`src/rtl/branch_resolve.sv`:
```
// Branch resolution pipeline: fetch -> decode -> resolve.
// Two pipeline registers carry a fetched instruction to stage 3, where
// conditional branches and JAL are resolved against the forwarded operands.
// The correct next PC is produced, and resolved branches and mispredictions
// are counted in saturating counters.
module branch_resolve (
    input  logic        clk,
    input  logic        rst_n,
    input  logic        memory_stall,
    input  logic        flush_in,
    input  logic [31:0] instructionPC_1,
    input  logic [31:0] instruction_1,
    input  logic        pred_taken_1,
    input  logic [31:0] rs1_data_3,
    input  logic [31:0] rs2_data_3,
    output logic [7:0]  instructionPC_3,
    output logic        is_branchInst_3,
    output logic        taken_3,
    output logic        prev_taken_3,
    output logic [7:0]  target_3,
    output logic [15:0] mispredict_cnt,
    output logic [15:0] branch_cnt
);

    typedef enum logic [1:0] {
        CLS_NONE   = 2'd0,
        CLS_BRANCH = 2'd1,
        CLS_JAL    = 2'd2
    } inst_class_e;

    localparam logic [6:0] OPC_BRANCH = 7'b1100011;
    localparam logic [6:0] OPC_JAL    = 7'b1101111;

    // S2: fetch -> decode
    logic        s2_valid_reg;
    logic [31:0] s2_pc_reg;
    logic [31:0] s2_instr_reg;
    logic        s2_pred_reg;

    // S3: decode -> resolve
    logic        s3_valid_reg;
    logic [31:0] s3_pc_reg;
    inst_class_e s3_class_reg;
    logic [2:0]  s3_funct3_reg;
    logic [31:0] s3_imm_reg;
    logic        s3_pred_reg;

    // Decoded S2 contents, loaded into S3
    inst_class_e dec_class_next;
    logic [31:0] dec_imm_next;

    // Fetch register: a flush kills the incoming instruction; a stall freezes everything
    always_ff @(posedge clk or negedge rst_n) begin
        if (!rst_n) begin
            s2_valid_reg <= 1'b0;
            s2_pc_reg    <= 32'd0;
            s2_instr_reg <= 32'd0;
            s2_pred_reg  <= 1'b0;
        end else if (!memory_stall) begin
            s2_valid_reg <= !flush_in;
            s2_pc_reg    <= instructionPC_1;
            s2_instr_reg <= instruction_1;
            s2_pred_reg  <= pred_taken_1;
        end
    end

    // Classify the S2 instruction and extract its sign-extended immediate.
    // The funct3 values 010/011 are not branches, and JALR is left unpredicted.
    always_comb begin
        dec_class_next = CLS_NONE;
        dec_imm_next   = 32'd0;
        if (s2_instr_reg[6:0] == OPC_BRANCH && s2_instr_reg[14:13] != 2'b01) begin
            dec_class_next = CLS_BRANCH;
            dec_imm_next   = {{20{s2_instr_reg[31]}}, s2_instr_reg[7],
                              s2_instr_reg[30:25], s2_instr_reg[11:8], 1'b0};
        end else if (s2_instr_reg[6:0] == OPC_JAL) begin
            dec_class_next = CLS_JAL;
            dec_imm_next   = {{12{s2_instr_reg[31]}}, s2_instr_reg[19:12],
                              s2_instr_reg[20], s2_instr_reg[30:21], 1'b0};
        end
    end

    // Decode register: a flush also squashes the instruction leaving S2
    always_ff @(posedge clk or negedge rst_n) begin
        if (!rst_n) begin
            s3_valid_reg  <= 1'b0;
            s3_pc_reg     <= 32'd0;
            s3_class_reg  <= CLS_NONE;
            s3_funct3_reg <= 3'd0;
            s3_imm_reg    <= 32'd0;
            s3_pred_reg   <= 1'b0;
        end else if (!memory_stall) begin
            s3_valid_reg  <= s2_valid_reg && !flush_in;
            s3_pc_reg     <= s2_pc_reg;
            s3_class_reg  <= dec_class_next;
            s3_funct3_reg <= s2_instr_reg[14:12];
            s3_imm_reg    <= dec_imm_next;
            s3_pred_reg   <= s2_pred_reg;
        end
    end

    logic        ops_eq;
    logic        ops_lt;
    logic        ops_ltu;
    logic        cond_taken;
    logic [31:0] target_full;
    logic [23:0] unused_target_hi;

    assign ops_eq  = (rs1_data_3 == rs2_data_3);
    assign ops_lt  = ($signed(rs1_data_3) < $signed(rs2_data_3));
    assign ops_ltu = (rs1_data_3 < rs2_data_3);

    // Evaluate the branch condition selected by funct3
    always_comb begin
        cond_taken = 1'b0;
        case (s3_funct3_reg)
            3'b000:  cond_taken = ops_eq;
            3'b001:  cond_taken = !ops_eq;
            3'b100:  cond_taken = ops_lt;
            3'b101:  cond_taken = !ops_lt;
            3'b110:  cond_taken = ops_ltu;
            3'b111:  cond_taken = !ops_ltu;
            default: cond_taken = 1'b0;
        endcase
    end

    // Stage-3 outputs; the target is computed at full width and the low byte is reported
    always_comb begin
        is_branchInst_3 = s3_valid_reg && (s3_class_reg != CLS_NONE);
        prev_taken_3    = s3_valid_reg && s3_pred_reg;
        instructionPC_3 = s3_pc_reg[7:0];
        taken_3         = 1'b0;
        if (is_branchInst_3) begin
            taken_3 = (s3_class_reg == CLS_JAL) ? 1'b1 : cond_taken;
        end
        target_full = taken_3 ? (s3_pc_reg + s3_imm_reg) : (s3_pc_reg + 32'd4);
        target_3    = target_full[7:0];
    end

    assign unused_target_hi = target_full[31:8];

    logic [1:0] cnt_inc;
    assign cnt_inc[0] = !memory_stall && is_branchInst_3;
    assign cnt_inc[1] = !memory_stall && is_branchInst_3 && (taken_3 != prev_taken_3);

    // Counter 0 counts resolved branches, counter 1 counts mispredictions
    genvar gi;
    generate
        for (gi = 0; gi < 2; gi++) begin : g_cnt
            logic [15:0] cnt_reg;
            // Saturating count: holds at all-ones instead of wrapping
            always_ff @(posedge clk or negedge rst_n) begin
                if (!rst_n) begin
                    cnt_reg <= 16'd0;
                end else if (cnt_inc[gi] && cnt_reg != 16'hFFFF) begin
                    cnt_reg <= cnt_reg + 16'd1;
                end
            end
        end
    endgenerate

    assign branch_cnt     = g_cnt[0].cnt_reg;
    assign mispredict_cnt = g_cnt[1].cnt_reg;

endmodule

```
`config.mk`:
```
export PLATFORM = sky130hd
export DESIGN_NAME = branch_resolve
export DESIGN_NICKNAME = d
export VERILOG_FILES = /design/src/rtl/branch_resolve.sv
export SDC_FILE = /design/constraint.sdc
export NUM_CORES = 1
export LEC_CHECK = 0
export ABC_CLOCK_PERIOD_IN_PS = 8500
export CELL_PAD_IN_SITES_DETAIL_PLACEMENT = 1
export CELL_PAD_IN_SITES_GLOBAL_PLACEMENT = 1
export CORE_ASPECT_RATIO = 1.5
export CORE_UTILIZATION = 30
export DETAILED_ROUTE_END_ITERATION = 10
export DONT_BUFFER_PORTS = 1
export HOLD_SLACK_MARGIN = 0.03
export MAX_ROUTING_LAYER = met4
export PLACE_DENSITY = 0.54
export SLEW_MARGIN = 30
export SYNTH_ARGS = -nofsm -noshare
export SYNTH_HDL_FRONTEND = slang
export SYNTH_SLANG_ARGS = --single-unit
```
`constraint.sdc`:
```
create_clock -name clk -period 8.5 [get_ports clk]
set_input_delay 1.275 -clock clk [delete_from_list [all_inputs] [get_ports clk]]
set_output_delay 1.275 -clock clk [all_outputs]
set_load 0.005 [all_outputs]
```
# After elaboration in Yosys (flattened, before gate mapping)
# Cells that the tools add are included.
dict set report word_totals {
  ff_bits 93
  output_inout_bits 51
  wordCells 54
}
dict set report op_classes {
  addsub 4
  magnitude_cmp 2
  n_eq_ne 13
  muxes 8
  reduce_logical 15
}
# op n
set op_table {}
lappend op_table {{32-bit less-than comparator} 2}
lappend op_table {{16-bit by 1-bit adder with 16-bit output (second input constant)} 2}
lappend op_table {{32-bit equality test} 1}
lappend op_table {{16-bit inequality test (second input constant)} 2}
lappend op_table {{8-bit two-way mux} 3}
lappend op_table {{7-bit equality test (second input constant)} 2}
lappend op_table {{3-bit equality test (second input constant)} 4}
lappend op_table {{8-bit by 3-bit adder with 8-bit output (second input constant)} 1}
lappend op_table {{8-bit adder} 1}
lappend op_table {{1-bit logical AND} 8}
lappend op_table {{1-bit case mux with 6 select lines} 1}
lappend op_table {{1-bit logical NOT} 5}
lappend op_table {{2-bit two-way mux} 2}
lappend op_table {{3-bit by 1-bit equality test with 1-bit output (second input constant)} 1}
lappend op_table {{3-bit logical NOT} 1}
lappend op_table {{2-bit equality test (second input constant)} 1}
lappend op_table {{1-bit two-way mux} 2}
lappend op_table {{2-bit by 1-bit inequality test with 1-bit output (second input constant)} 1}
lappend op_table {{2-bit nonzero test} 1}
lappend op_table {{1-bit inequality test} 1}

# Longest topological paths before layout
dict set report logic_depth {
  word_depth 8
  depth_mapped 11
}

# Least setup slack after synthesis
# OpenSTA, ideal clock, no wires.
dict set report synth_timing {
  kind {in2out}
  from {input rs2_data_3[10]}
  to {output target_3[3]}
  arrival_time_ns 3.646
  required_ns 7.225
  slack_ns 3.579
  path_stages 10
  cell_sequence {inv_1 > ha_1 > a21oi_1 > nand2_1 > a221oi_1 > nor3_1 > or4_2 > a31oi_1 > buf_2 > mux2_1}
}
dict set report synth_between {
  elab_chain_len 6
  word_cells_on_any_way 10
  cone_classes {2 x order compare; 1 x eq/ne; 4 x mux; 3 x reduce/logical}
}
# item line
set synth_lines {}
lappend synth_lines {{start: declaration} 15} ;# input logic [31:0] rs2_data_3,
lappend synth_lines {{32-bit less-than comparator (tied with other cells)} 111} ;# assign ops_ltu = (rs1_data_3 < rs2_data_3);
lappend synth_lines {{1-bit logical NOT (on tied branches)} {122, 118, 120}}
lappend synth_lines {{1-bit case mux with 6 select lines *} 116} ;# case (s3_funct3_reg)
lappend synth_lines {{1-bit two-way mux *} 134} ;# taken_3 = (s3_class_reg == CLS_JAL) ? 1'b1 : cond_taken;
lappend synth_lines {{1-bit two-way mux *} 133} ;# if (is_branchInst_3) begin
lappend synth_lines {{via taken_3} 18} ;# output logic taken_3,
lappend synth_lines {{8-bit two-way mux *} 136} ;# target_full = taken_3 ? (s3_pc_reg + s3_imm_reg) : (s3_pc_reg + 32'd4);
lappend synth_lines {{end: declaration} 20} ;# output logic [7:0] target_3,
# Mark *: on every way through the listed nets, which the timed path passes. The rest lies on a longest branch.

# Final worst setup path
dict set report layout_timing {
  from {input rs2_data_3[31]}
  to {output target_3[7]}
}
dict set report layout_between {
  elab_chain_len 6
  word_cells_on_any_way 10
  cone_classes {2 x order compare; 1 x eq/ne; 4 x mux; 3 x reduce/logical}
}
# item line
set layout_lines {}
lappend layout_lines {{32-bit less-than comparator (tied with other cells)} 111}
lappend layout_lines {{1-bit logical NOT (on tied branches)} {122, 118, 120}}
lappend layout_lines {{1-bit case mux with 6 select lines *} 116}
lappend layout_lines {{1-bit two-way mux *} 134}
lappend layout_lines {{1-bit two-way mux *} 133}
lappend layout_lines {{8-bit two-way mux *} 136}
# Mark *: on every way between the ends. The rest lies on a longest branch, timed or not.

==> summary.md <==
| Metric | Value |
|---|---|
| Cell types occupying the most area after synthesis | sky130_fd_sc_hd__dfrtp_1 (43%), sky130_fd_sc_hd__ha_1 (10%), sky130_fd_sc_hd__mux2_2 (9.9%) |
| Number of top-level pins | 184 |
| Routed wire length | 11,700 um |
| Via count | 3,474 |
| Wire per inst | 17.6 um |
| Largest register FFs | 21 |
| Start point of the worst hold path | s3_class_reg[1] |
| Setup repair after global routing missed its margin | false |
| Number of instances in the synthesized netlist | 459 |
| Main combinational cell family by area after synthesis | simple AND/OR/NAND/NOR gates |
| Internal reg-to-reg setup slack | around 5.9 ns |
| Share of synthesized area occupied by flip-flops and latches | 43.4% |
| Number of global-route vias before repair | 3,768 |
| Clock network power share | a little over two fifths |
| Post-cts sizing count | 0 |
| Critical path class | primary input to primary output |
| Arithmetic-cell share of the synthesized area counting full adders, half adders and majority gates | 10.9% |
| Multi-input gate area in the final layout | 2550 sq um |
| Die Ht | 159 um |
| Status | complete, no violations |
| Crit Path Max Fanout | 12 |
| TritonCTS Buffers | 9 |
| Number of warnings reported in the yosys synthesis log | 0 |
| Setup Viol. Count Final | 0 |
| Remaining routing DRC violations | 0 |
| Number of vias per cell | 5.22 |
| Commonest cells in the synthesized netlist | sky130_fd_sc_hd__dfrtp_1 (85), sky130_fd_sc_hd__inv_1 (43), sky130_fd_sc_hd__mux2_2 (43), sky130_fd_sc_hd__ha_1 (41), sky130_fd_sc_hd__nand2_1 (30) |
| Worst path required time | about 7.2 ns |
| FILL cells | ~1,800 |
| Net count of the finished layout | 635 |
| Length of the first detailed-routing pass in iterations | 5 |
| # clock sinks | 85 |
| Family with the most delay on the worst path | simple AND/OR/NAND/NOR gates |
| Die X | 106 um |
| Critical register-to-register path startpoint | mispredict_cnt[0] |
| Cell internal power dissipation | 747 uW |
| Total global-route track usage | ~15% |
| TritonCTS clock tree | yes |
| Clock Pin Slew Worst Setup and Hold Paths | around 0.06 ns |
| Fraction of layout cells with a size suffix above 1 | roughly 16% |
| Fraction of synthesized cell area in xor and xnor cells | between 6 and 7% |
| Largest voltage drop on the vdd net | 0.0663 mV |
| Total power after layout | approximately 980 uW |
| Buffer type at the clock tree root | sky130_fd_sc_hd__clkbuf_16 |
| Synth cell types | 57 |
| Final weighted congestion of routability-driven global placement | a little over 0.7 |
| Nature of the critical path endpoint | primary output |
| H-Tree Depth | 3 |
| Die Area | ~17,000 sq um |
| Portion of netlist area occupied by mux cells | a little under an eighth |
| Critical Path Source Type | primary input |
| Buffer levels on the longest clock path | 2 |
| Half-perimeter wire length of the detailed placement result | 9090 um |
| CORE AREA | between 15,000 and 20,000 sq um |
| Combined buffer and inverter count along the critical path | 2 |
| Cell area after synthesis | 4910 sq um |
| Compound-Gate Fraction of Synth Area | about 7.6% |
| Wire length of the first global-routing pass | 18,800 um |
| LEAKAGE | between 0.002 and 0.003 uW |
| Post-synthesis cell type with the largest combined area | sky130_fd_sc_hd__dfrtp_1 |
| Syn_area_per_cell | 10.7 sq um |
| Final clock skew | 0.0128 ns |
| Hold violation total from the final report | 0 |
| Number of synthesized flops with an enable pin | 0 |
| Clock latency reported for the late side of the worst-skew pair | 0.34 ns |
| Number of nets with antenna violations after detailed routing | 0 |
| Proportion of power drawn by flip-flops and latches | 46.7% |
| Post-CTS setup buffer count | 0 |
| Port Buffers | 0 |
| FF+latch area | 2130 sq um |
| Post-Synthesis Net Count | 634 |
| Clock period minus worst slack | 5.19 ns |
| Hold buffers post-CTS | 0 |
| Most frequent cell after synthesis | sky130_fd_sc_hd__dfrtp_1 |
| Switching pwr | 229 uW |
| Combinational share of power | 10.3% |
| Slew HR | 50.5% |
| Post-route core utilization | 34.3% |
| Number of antenna cells inserted | 0 |
| Total congestion overflow after global routing | 0 |
| Growth of design area from synthesis to finish | 10.6% |
| Number of synthesized register bits | 85 |
| Iteration-0 DRC count of the detailed router | 93 |
| Pin count of the biggest net entering global routing | 86 |
| Number of max-cap violations | 0 |
| Launch point of the worst path | rs2_data_3[31] |
| Primary flip-flop cell chosen by synthesis mapping | sky130_fd_sc_hd__dfrtp_1 |
| Delay of the slowest critical-path stage | about 0.53 ns |
| Timing-limited maximum frequency | 193 MHz |
| CP max stage cell | sky130_fd_sc_hd__or4_1 |
| Final-layout setup total negative slack | 0 ns |
| Period utilisation layout | 61.0% |
| Simple logic cell fraction of the synthesized area | 15.0% |
| Cell-by-cell trace of the critical path | inv_1, ha_1, nand4_1, or4_1, nor3_1, xnor2_1, o221a_2, a31oi_1, buf_4, mux2i_1, xor2_1 |
| Power Density | 180 nW/um^2 |
| FFs w/ async S/R, synth | 100% |
| Total count of max-transition violations in the final report | 0 |
| Starting Density | between 30% and 40% |
| Initial antenna violation count | 0 |
| Switching portion of total power | 23.5% |
| Hold WC Path Type | flip-flop to flip-flop |
| Slew at the pin closest to its max-slew limit | roughly 0.74 ns |
| Portion of synthesized cell area occupied by the leading cell type | 43.4% |
| Count of standard-cell rows | 56 |
| Crit path arrival time | 3.91 ns |
-- worst paths after layout --
path	to	cells after the start
min in group asynchronous	s2_pc_reg[2]	0
setup / recovery	target_3[7]	11
hold reg to reg	s3_class_reg[1]	1
setup reg to reg	mispredict_cnt[1]	6
hold / removal	s3_class_reg[1]	1
max in group asynchronous	s3_pred_reg	0
-- placed cells by master (no fill, tap or decap), types with 7 or more instances in the layout --
| cell type | n |
|---|---|
| sky130_fd_sc_hd__dfrtp_1 | 85 |
| sky130_fd_sc_hd__inv_1 | 43 |
| sky130_fd_sc_hd__mux2_2 | 43 |
| sky130_fd_sc_hd__ha_1 | 41 |
| sky130_fd_sc_hd__nand2_1 | 30 |
| sky130_fd_sc_hd__nand4_1 | 21 |
| sky130_fd_sc_hd__xnor2_1 | 20 |
| sky130_fd_sc_hd__a21oi_1 | 19 |
| sky130_fd_sc_hd__xor2_1 | 18 |
| sky130_fd_sc_hd__nand3_1 | 16 |
| sky130_fd_sc_hd__nor2_1 | 15 |
| sky130_fd_sc_hd__o21ai_0 | 11 |
| sky130_fd_sc_hd__clkbuf_16 | 9 |
| sky130_fd_sc_hd__a21o_1 | 7 |
| sky130_fd_sc_hd__and3_1 | 7 |
-- through the flow --
step | instances | hold slack, ns | setup slack [ns] | instance area, sq um
CTS | 666 | 0.490 | 3.21 | 5430
detailed placement | 652 | 0.477 | 3.22 | 5110
finish | 666 | 0.494 | 3.31 | 5430
global placement | 652 | 0.463 | 3.24 | 5110
floorplan | 459 | 0.450 | 3.58 | 4910
global route | 666 | 0.504 | 3.04 | 5430
-- area by class of cell --
class	count	area share, %
Tap cell	203	4.68
Timing Repair Buffer	2	0.277
Clock buffer	10	4.40
Inverter	43	2.98
Clock inverter	4	1.36
Multi-Input combinational cell	319	47.1
Sequential cell	85	39.2
-- power by group through the flow --
stage	Combinational (uW)	Sequential (uW)	Clock (uW)
6_report	100	457	420
5_1_grt	115	462	449
4_1_cts	104	457	440
3_3_place_gp	97.4	464	0
3_5_place_dp	103	465	0
2_1_floorplan	89.2	454	0
-- cell families after synthesis --
group | Yosys count
AND/OR/NAND/NOR | 130
adder cells (fa/ha/maj) | 42
buffers and inverters | 55
multiplexers | 52
flip-flops | 85
XOR/XNOR | 38
AO/OA/AOI/OAI | 57
-- metal layers --
metal,part of all wire [%],vias up,track usage (%)
li1,-,1629,-
met1,39,1743,15.2
met2,56,92,27.7
met3,4.4,10,2.78
met4,1.0,0,4.76
met5,0,-,-
Power figures use the tool's default switching activity.
